[config.mk]
export PLATFORM = sky130hd
export DESIGN_NAME = custom_fifo
export DESIGN_NICKNAME = d
export VERILOG_FILES = /design/src/rtl/custom_fifo_pkg.sv /design/src/rtl/sync_fifo_fwft.sv /design/src/rtl/custom_fifo.sv
export SDC_FILE = /design/constraint.sdc
export NUM_CORES = 1
export LEC_CHECK = 0
export ABC_AREA = 1
export CELL_PAD_IN_SITES_DETAIL_PLACEMENT = 0
export CELL_PAD_IN_SITES_GLOBAL_PLACEMENT = 1
export CORE_ASPECT_RATIO = 0.6
export CORE_MARGIN = 10
export CORE_UTILIZATION = 35
export DETAILED_ROUTE_END_ITERATION = 6
export DONT_BUFFER_PORTS = 1
export GPL_TIMING_DRIVEN = 0
export PLACE_DENSITY = 0.67
export SYNTH_ARGS = -nofsm -noshare
export SYNTH_HDL_FRONTEND = slang
export SYNTH_SLANG_ARGS = --single-unit
[constraint.sdc]
create_clock -name clk -period 4 [get_ports clk]
set_clock_uncertainty 0.05 [all_clocks]
set_input_delay 0.8 -clock clk [delete_from_list [all_inputs] [get_ports clk]]
set_output_delay 0.8 -clock clk [all_outputs]
set_load 0.03 [all_outputs]
[src/rtl/custom_fifo_pkg.sv]
// Shared constants for the byte-to-word packing FIFO: default geometry and
// the counter/pointer widths derived from it.
package custom_fifo_pkg;

  localparam int DEF_IN_DATA_WIDTH  = 8;
  localparam int DEF_OUT_DATA_WIDTH = 32;
  localparam int DEF_DEPTH          = 8;
  localparam int DEF_PACKET_WORDS   = 8;

  // Bits needed to hold numStates distinct values, never less than one bit.
  function automatic int widthFor(input int numStates);
    return (numStates <= 2) ? 1 : $clog2(numStates);
  endfunction

  localparam int DEF_PTR_WIDTH   = widthFor(DEF_DEPTH);
  localparam int DEF_COUNT_WIDTH = widthFor(DEF_DEPTH + 1);
  localparam int DEF_BEAT_WIDTH  = widthFor(DEF_OUT_DATA_WIDTH / DEF_IN_DATA_WIDTH);
  localparam int DEF_PKT_WIDTH   = widthFor(DEF_PACKET_WORDS);

endpackage

[src/rtl/sync_fifo_fwft.sv]
// First-word-fall-through synchronous FIFO; the head word is visible on
// data_o as soon as it is stored, and reads as zero while empty.
module sync_fifo_fwft
  import custom_fifo_pkg::*;
#(
  parameter int WIDTH = DEF_OUT_DATA_WIDTH,
  parameter int DEPTH = DEF_DEPTH
) (
  input  logic             clk_i,
  input  logic             rst_ni,
  input  logic             push_i,
  input  logic [WIDTH-1:0] data_i,
  input  logic             pop_i,
  output logic [WIDTH-1:0] data_o,
  output logic             full_o,
  output logic             empty_o
);

  localparam int PTR_W = widthFor(DEPTH);
  localparam int CNT_W = widthFor(DEPTH + 1);

  logic [WIDTH-1:0] mem [DEPTH];

  logic [PTR_W-1:0] wrPtr_q, wrPtr_d;
  logic [PTR_W-1:0] rdPtr_q, rdPtr_d;
  logic [CNT_W-1:0] count_q, count_d;
  logic             doPush;
  logic             doPop;

  assign full_o  = (count_q == CNT_W'(DEPTH));
  assign empty_o = (count_q == '0);
  assign doPush  = push_i && !full_o;
  assign doPop   = pop_i && !empty_o;
  assign data_o  = empty_o ? '0 : mem[rdPtr_q];

  always_comb begin
    wrPtr_d = wrPtr_q;
    rdPtr_d = rdPtr_q;
    count_d = count_q;
    if (doPush) begin
      wrPtr_d = (wrPtr_q == PTR_W'(DEPTH - 1)) ? '0 : wrPtr_q + PTR_W'(1);
    end
    if (doPop) begin
      rdPtr_d = (rdPtr_q == PTR_W'(DEPTH - 1)) ? '0 : rdPtr_q + PTR_W'(1);
    end
    if (doPush && !doPop) begin
      count_d = count_q + CNT_W'(1);
    end else if (doPop && !doPush) begin
      count_d = count_q - CNT_W'(1);
    end
  end

  always_ff @(posedge clk_i) begin
    if (!rst_ni) begin
      wrPtr_q <= '0;
      rdPtr_q <= '0;
      count_q <= '0;
    end else begin
      wrPtr_q <= wrPtr_d;
      rdPtr_q <= rdPtr_d;
      count_q <= count_d;
    end
  end

  // Storage is left uncleared on reset; the zeroed count hides stale words.
  always_ff @(posedge clk_i) begin
    if (doPush) begin
      mem[wrPtr_q] <= data_i;
    end
  end

endmodule

[src/rtl/custom_fifo.sv]
// Packs narrow slave beats little-endian into wide words, buffers them in a
// FWFT FIFO and frames the master stream into fixed-length TLAST packets.
module custom_fifo
  import custom_fifo_pkg::*;
#(
  parameter int IN_DATA_WIDTH  = DEF_IN_DATA_WIDTH,
  parameter int OUT_DATA_WIDTH = DEF_OUT_DATA_WIDTH,
  parameter int DEPTH          = DEF_DEPTH,
  parameter int PACKET_WORDS   = DEF_PACKET_WORDS
) (
  input  logic                      clk,
  input  logic                      rst_n,
  input  logic                      s_axis_tvalid,
  input  logic [IN_DATA_WIDTH-1:0]  s_axis_tdata,
  output logic                      s_axis_tready,
  output logic                      m_axis_tvalid,
  output logic [OUT_DATA_WIDTH-1:0] m_axis_tdata,
  output logic                      m_axis_tlast,
  input  logic                      m_axis_tready
);

  localparam int RATIO  = OUT_DATA_WIDTH / IN_DATA_WIDTH;
  localparam int BEAT_W = widthFor(RATIO);
  localparam int PKT_W  = widthFor(PACKET_WORDS);

  logic [BEAT_W-1:0]         beatCnt_q, beatCnt_d;
  logic [OUT_DATA_WIDTH-1:0] packReg_q, packReg_d;
  logic [PKT_W-1:0]          pktCnt_q, pktCnt_d;
  logic [OUT_DATA_WIDTH-1:0] packedWord;
  logic                      fifoFull;
  logic                      fifoEmpty;
  logic                      slaveHs;
  logic                      masterHs;
  logic                      wordDone;

  assign s_axis_tready = rst_n && !fifoFull;
  assign m_axis_tvalid = !fifoEmpty;
  assign m_axis_tlast  = m_axis_tvalid && (pktCnt_q == PKT_W'(PACKET_WORDS - 1));
  assign slaveHs       = s_axis_tvalid && s_axis_tready;
  assign masterHs      = m_axis_tvalid && m_axis_tready;
  assign wordDone      = slaveHs && (beatCnt_q == BEAT_W'(RATIO - 1));

  // Merge the incoming beat into its lane so the final beat can be pushed
  // straight into the FIFO on the same edge it is accepted.
  always_comb begin
    packedWord = packReg_q;
    for (int k = 0; k < RATIO; k++) begin
      if (beatCnt_q == BEAT_W'(k)) begin
        packedWord[IN_DATA_WIDTH*k +: IN_DATA_WIDTH] = s_axis_tdata;
      end
    end
  end

  always_comb begin
    beatCnt_d = beatCnt_q;
    packReg_d = packReg_q;
    pktCnt_d  = pktCnt_q;
    if (slaveHs) begin
      if (wordDone) begin
        beatCnt_d = '0;
        packReg_d = '0;
      end else begin
        beatCnt_d = beatCnt_q + BEAT_W'(1);
        packReg_d = packedWord;
      end
    end
    if (masterHs) begin
      pktCnt_d = (pktCnt_q == PKT_W'(PACKET_WORDS - 1)) ? '0 : pktCnt_q + PKT_W'(1);
    end
  end

  always_ff @(posedge clk) begin
    if (!rst_n) begin
      beatCnt_q <= '0;
      packReg_q <= '0;
      pktCnt_q  <= '0;
    end else begin
      beatCnt_q <= beatCnt_d;
      packReg_q <= packReg_d;
      pktCnt_q  <= pktCnt_d;
    end
  end

  sync_fifo_fwft #(
    .WIDTH (OUT_DATA_WIDTH),
    .DEPTH (DEPTH)
  ) uFifo (
    .clk_i   (clk),
    .rst_ni  (rst_n),
    .push_i  (wordDone),
    .data_i  (packedWord),
    .pop_i   (masterHs),
    .data_o  (m_axis_tdata),
    .full_o  (fifoFull),
    .empty_o (fifoEmpty)
  );

endmodule

Word level (Yosys, flattened, before mapping)
Memory sizes are Yosys's and may differ from the RTL's. A register that Yosys moved wholly into a read port is not among the register bits.
Cells that the tools add are included.
- add/subtract/negate cells: 6
- multiply operators: 0
- divide/modulo/power cells: 0
- order comparisons: 0
- equality and inequality tests: 7
- shift-type cells: 0
- mux-type cells: 16
- bitwise operators: 0
- reductions and logical operators: 16
- operators by type and width (operator ; count):
    32-bit 2-to-1 mux ; 2
    8-bit 2-to-1 mux ; 4
    3-bit 2-to-1 mux ; 5
    3-bit by 1-bit adder with 3-bit output (second input constant) ; 3
    3-bit == test (second input constant) ; 3
    1-bit logical AND ; 9
    4-bit 2-to-1 mux ; 2
    4-bit by 1-bit adder with 4-bit output (second input constant) ; 1
    2-bit == test (second input constant) ; 2
    4-bit == test (second input constant) ; 1
    1-bit zero test ; 4
    4-bit zero test ; 1
    4-bit by 1-bit subtractor with 4-bit output (second input constant) ; 1
    2-bit by 1-bit adder with 2-bit output (second input constant) ; 1
    2-bit by 1-bit == test with 1-bit output (second input constant) ; 1
    2-bit zero test ; 1
    1-bit 2-to-1 mux ; 2
    2-bit 2-to-1 mux ; 1
    2-bit nonzero test ; 1
- register bits after elaboration: 47
- bits in latches: 0
- RAM bits: 256
- memory bits (read-only): 0
- bits of input ports: 12
- output and inout port bits: 35
- memories kept: 1
- memories (name ; words ; width ; rd ports ; clocked after Yosys merged registers in ; wr ports ; RTL line ; source):
    uFifo.mem ; 8 ; 32 ; 1 ; 1 ; 1 ; sync_fifo_fwft.sv:22 ; logic [WIDTH-1:0] mem [DEPTH];

Depth between registers and ports, before layout
- depth in word-level cells: 10
- mapped depth: 15
- mapped depth without buffers: 15

Cells and area by module
Synthesis repeated with hierarchy kept, for this count alone.
- cell total of the unflattened synthesis: 1408
- area, all modules: 13292.7 sq um
- by module, submodules not included (module ; times used ; cells each ; area an instance (sq um) ; sequential area each (sq um)):
    sync_fifo_fwft ; 1 ; 1141 ; 11511.0 ; 7947.6
    custom_fifo ; 1 ; 267 ; 1781.7 ; 740.7

Worst setup path after synthesis
Ideal clock, no wire load.
- path kind: input -> register
- start point: input port s_axis_tvalid
- end point: memory uFifo.mem[1][0] (netlist name) (enable)
- arrival: 2.517 ns
- required time: 3.529 ns
- path slack: 1.012 ns
- cell stages on the path: 4
- path buffers: 0
- path through: nand4_2 > inv_1 > nand2_1 > nor2_1
- word-level cells in the longest chain between the ends: 5
- RTL lines (item ; RTL line ; source):
    start, declared ; custom_fifo.sv:13 ; input logic s_axis_tvalid,
    1-bit logical AND ; custom_fifo.sv:39 ; assign slaveHs = s_axis_tvalid && s_axis_tready;
    1-bit logical AND ; custom_fifo.sv:41 ; assign wordDone = slaveHs && (beatCnt_q == BEAT_W'(RATIO - 1));
    1-bit logical AND ; sync_fifo_fwft.sv:32 ; assign doPush = push_i && !full_o;
    net uFifo.doPush ; sync_fifo_fwft.sv:27 ; logic doPush;
    1-bit 2-to-1 mux ; sync_fifo_fwft.sv:67 ; if (doPush) begin
    1-bit 2-to-1 mux (not written as such) ; sync_fifo_fwft.sv:68 ; mem[wrPtr_q] <= data_i;
    end, declared ; sync_fifo_fwft.sv:22 ;
The timed path passes the listed nets, and every way through them passes these cells.

==> summary.md <==
| Metric | Value |
|---|---|
| Status | completed |
| Post-CTS Setup Repair Bufs | 0 |
| Final period util | 91.1% |
| First-pass GRT wire length | roughly 53000 µm |
| Starting density of the core | a little over a third |
| Slew @ Worst Pin | around 1300 ps |
| Mapped cell area | roughly 13000 µm² |
| Worst setup margin | between 300 and 400 ps |
| Synth top area cells | edfxtp_1 61%, dfxtp_1 7.9%, nor2_1 7.7% |
| Routed WL | approximately 36000 µm |
| Sequential fraction of the synthesis area | 68.9% |
| Sink Count | just over 300 |
| Top-count cell post-synth | nor2_1 |
| Worst-skew pair later-pin latency | ~550 ps |
| Worst r2r src | uFifo.count_q[0] |
| Worst-case clock buffer depth | 3 |
| Resized Gates After CTS | 0 |
| Core area | approximately 35000 µm² |
| Syn_nets | ~1.1k |
| Place WS | 958 ps |
| FP Rows | 53 |
| Relative slew slack | roughly 11% |
| Post-synth EDFFs | 256 |
| Crit path max fanout | 10 |
| Largest net degree at the start of global routing | 29 |
| Req. time, crit path | between 3000 and 4000 ps |
| Yosys Warn Count | 0 |
| Root Driver | clkbuf_16 |
| Power per cell area | between 600 and 700 nW/µm² |
| H-tree depth | 1 |
| Antenna Violating Nets Remaining | 0 |
| Vias | approximately 8.5k |
| Dominant synthesized flop cell | edfxtp_1 |
| Initial antenna violation count | 1 |
| Total power | 9330 µW |
| Final core utilization | 40.5% |
| Final Hold Viols | 0 |
| Multi-input gate area | about 3400 µm² |
| CP Launch Type | register |
| Die ar. | around 44000 µm² |
| DR pass1 iterations | 5 |
| WHS Path Cells | 2 |
| Hold Path Class | in2reg |
| GPL Wtd Cong | slightly below 0.8 |
| Die Ht | 167 µm |
| Yosys reg bits | ~310 |
| Seq. cell area | about 8700 µm² |
| Vias in the first global route | approximately 8k |
| WP data arrival | 2790 ps |
| RSZ-0062 raised after global routing | false |
| TritonCTS buffer count | 28 |
| Fillers | roughly 3.4k |
| Max Cap Viol | 0 |
| Largest area contributor in the netlist | edfxtp_1 |
| Ports | between 40 and 50 |
| Nets | about 1.2k |
| DIE WIDTH | 265 µm |
| DRT iter0 DRCs | 920 |
| Worst R2R End | uFifo.count_q[3] |
| Area delta synth->final | 13.3% |
| GRT Overall Usage | approximately 16% |
| Diode count | 0 |
| Hold path startpoint | m_axis_tready |
| Total grt overflow | 0 |
| Top cell type's share of synthesized area | about three fifths |
| Final setup violation count | 0 |
| Period minus WS final | 3640 ps |
| Library cells used by synthesis | 31 |
| Clock Pin Slew Worst Setup and Hold Paths | about 70 ps |
| Post-synthesis async set-or-reset flop share | 0% |
| Worst r2r path cells | 12 |
| Hold endpoint | pktCnt_q[2] |
| Crit end category | output pin |
| DP Wirelength | ~25000 µm |
| Top post-synthesis cells by count | 260 x nor2_1, 256 x edfxtp_1, 148 x nand2_1, 139 x o21ai_0, 50 x dfxtp_1 |
| Reg2Reg Setup Slack | ~1400 ps |
| DRC | 0 |
| Peak VDD IR | around 370 µV |
| Leakage | roughly 0.0051 µW |
| PortBufs | 0 |
| Post-Syn Instances | about 1.1k |
| Max Freq | about 270 MHz |
| Drt wl/cell | between 20 and 25 µm |
| Hold buffers post-CTS | 0 |
| Ratio of cells with drive above 1 in the final layout | 10.1% |
| Syn Area/Cell | about 11 µm² |
| Setup CP Type | reg2out |
| CTS tree | done |
| DR vias/cell | approximately 5.1 |
| Max Slew Vio Count | 0 |
==> sequential cells by signal (all words and copies together) (netlist names), named ones only <==
signal and count:
uFifo.mem 256, beatCnt_q 2, uFifo.rdPtr_q 3, uFifo.count_q 4, packReg_q 32, pktCnt_q 3, uFifo.wrPtr_q 3
==> cells by family (layout without fill, tap and decap cells) <==
| group | count (synthesis) | count (layout) | share of synthesized area [%] |
|---|---|---|---|
| xor gates and xnor gates | 4 | 4 | 0.278 |
| buffers and inverters | 109 | 169 | 4.52 |
| DFF | 306 | 306 | 68.9 |
| and+or+nand+nor | 440 | 440 | 13.6 |
| muxes | 8 | 8 | 0.714 |
| adders and majority gates | 14 | 14 | 1.45 |
| AOI/OAI and AO/OA | 241 | 241 | 10.5 |
==> metrics by stage <==
| step | setup TNS [ps] | hold slack [ps] | cell area [µm²] | instances |
|---|---|---|---|---|
| 5_1_grt | 0 | 371 | 14300 | 1649 |
| 4_1_cts | 0 | 347 | 14300 | 1648 |
| 6_report | 0 | 369 | 14300 | 1649 |
| 3_3_place_gp | -150260 | 390 | 13200 | 1589 |
| 3_5_place_dp | 0 | 406 | 13400 | 1597 |
| 2_1_floorplan | 0 | 382 | 12600 | 1122 |
==> critical path, cell delays in order, from the launching register on <==
cell	delay (ps)
dfxtp_1	430
inv_1	220
clkbuf_1	550
o21ai_0	230
o22ai_1	190
nor2_1	80
nor2_1	540
==> routing by layer <==
metal	vias to the layer above	part of all wire [%]	GRT usage [%]
met3	33	8.0	3.29
li1	4000	-	-
met5	-	0	0
met4	0	1.2	2.46
met1	4167	50	25.0
met2	287	41	22.0
==> report_power, final <==
part           switching, µW  total (µW)  leakage (µW)  internal, µW
logic                   2420        3130       0.00198           712
clock network           1170        2500      0.000418          1340
registers               66.7        3700       0.00273          3630
==> cell type report <==
class / count / area share (%)
Tap cell: 467 / 4.09
Sequential cell: 306 / 60.8
Buffer: 68 / 2.92
Clock buffer: 36 / 5.32
Clock inverter: 15 / 0.543
Timing Repair Buffer: 9 / 1.33
Multi-Input combinational cell: 707 / 23.9
Inverter: 41 / 1.08
==> cell usage in the layout, fill, tap and decap left out, types with 23 or more instances in the layout <==
| cell type | n |
|---|---|
| a21oi_1 | 28 |
| clkbuf_1 | 23 |
| clkbuf_16 | 28 |
| dfxtp_1 | 50 |
| edfxtp_1 | 256 |
| inv_1 | 39 |
| nand2_1 | 148 |
| nand3_1 | 24 |
| nor2_1 | 252 |
| o211ai_1 | 32 |
| o21ai_0 | 134 |
| o22ai_1 | 32 |
==> worst max path at each step <==
stage | startpoint | to | slack (ps)
after floorplan | s_axis_tvalid | uFifo.mem[1][0] | 1010
after global placement | s_axis_tvalid | uFifo.mem[0][27] | -940
after detailed placement | register | m_axis_tdata[14] | 960
after CTS | register | m_axis_tdata[14] | 360
after global routing | register | m_axis_tdata[10] | 230
final | register | m_axis_tdata[10] | 360
Power figures use the tool's default switching activity.
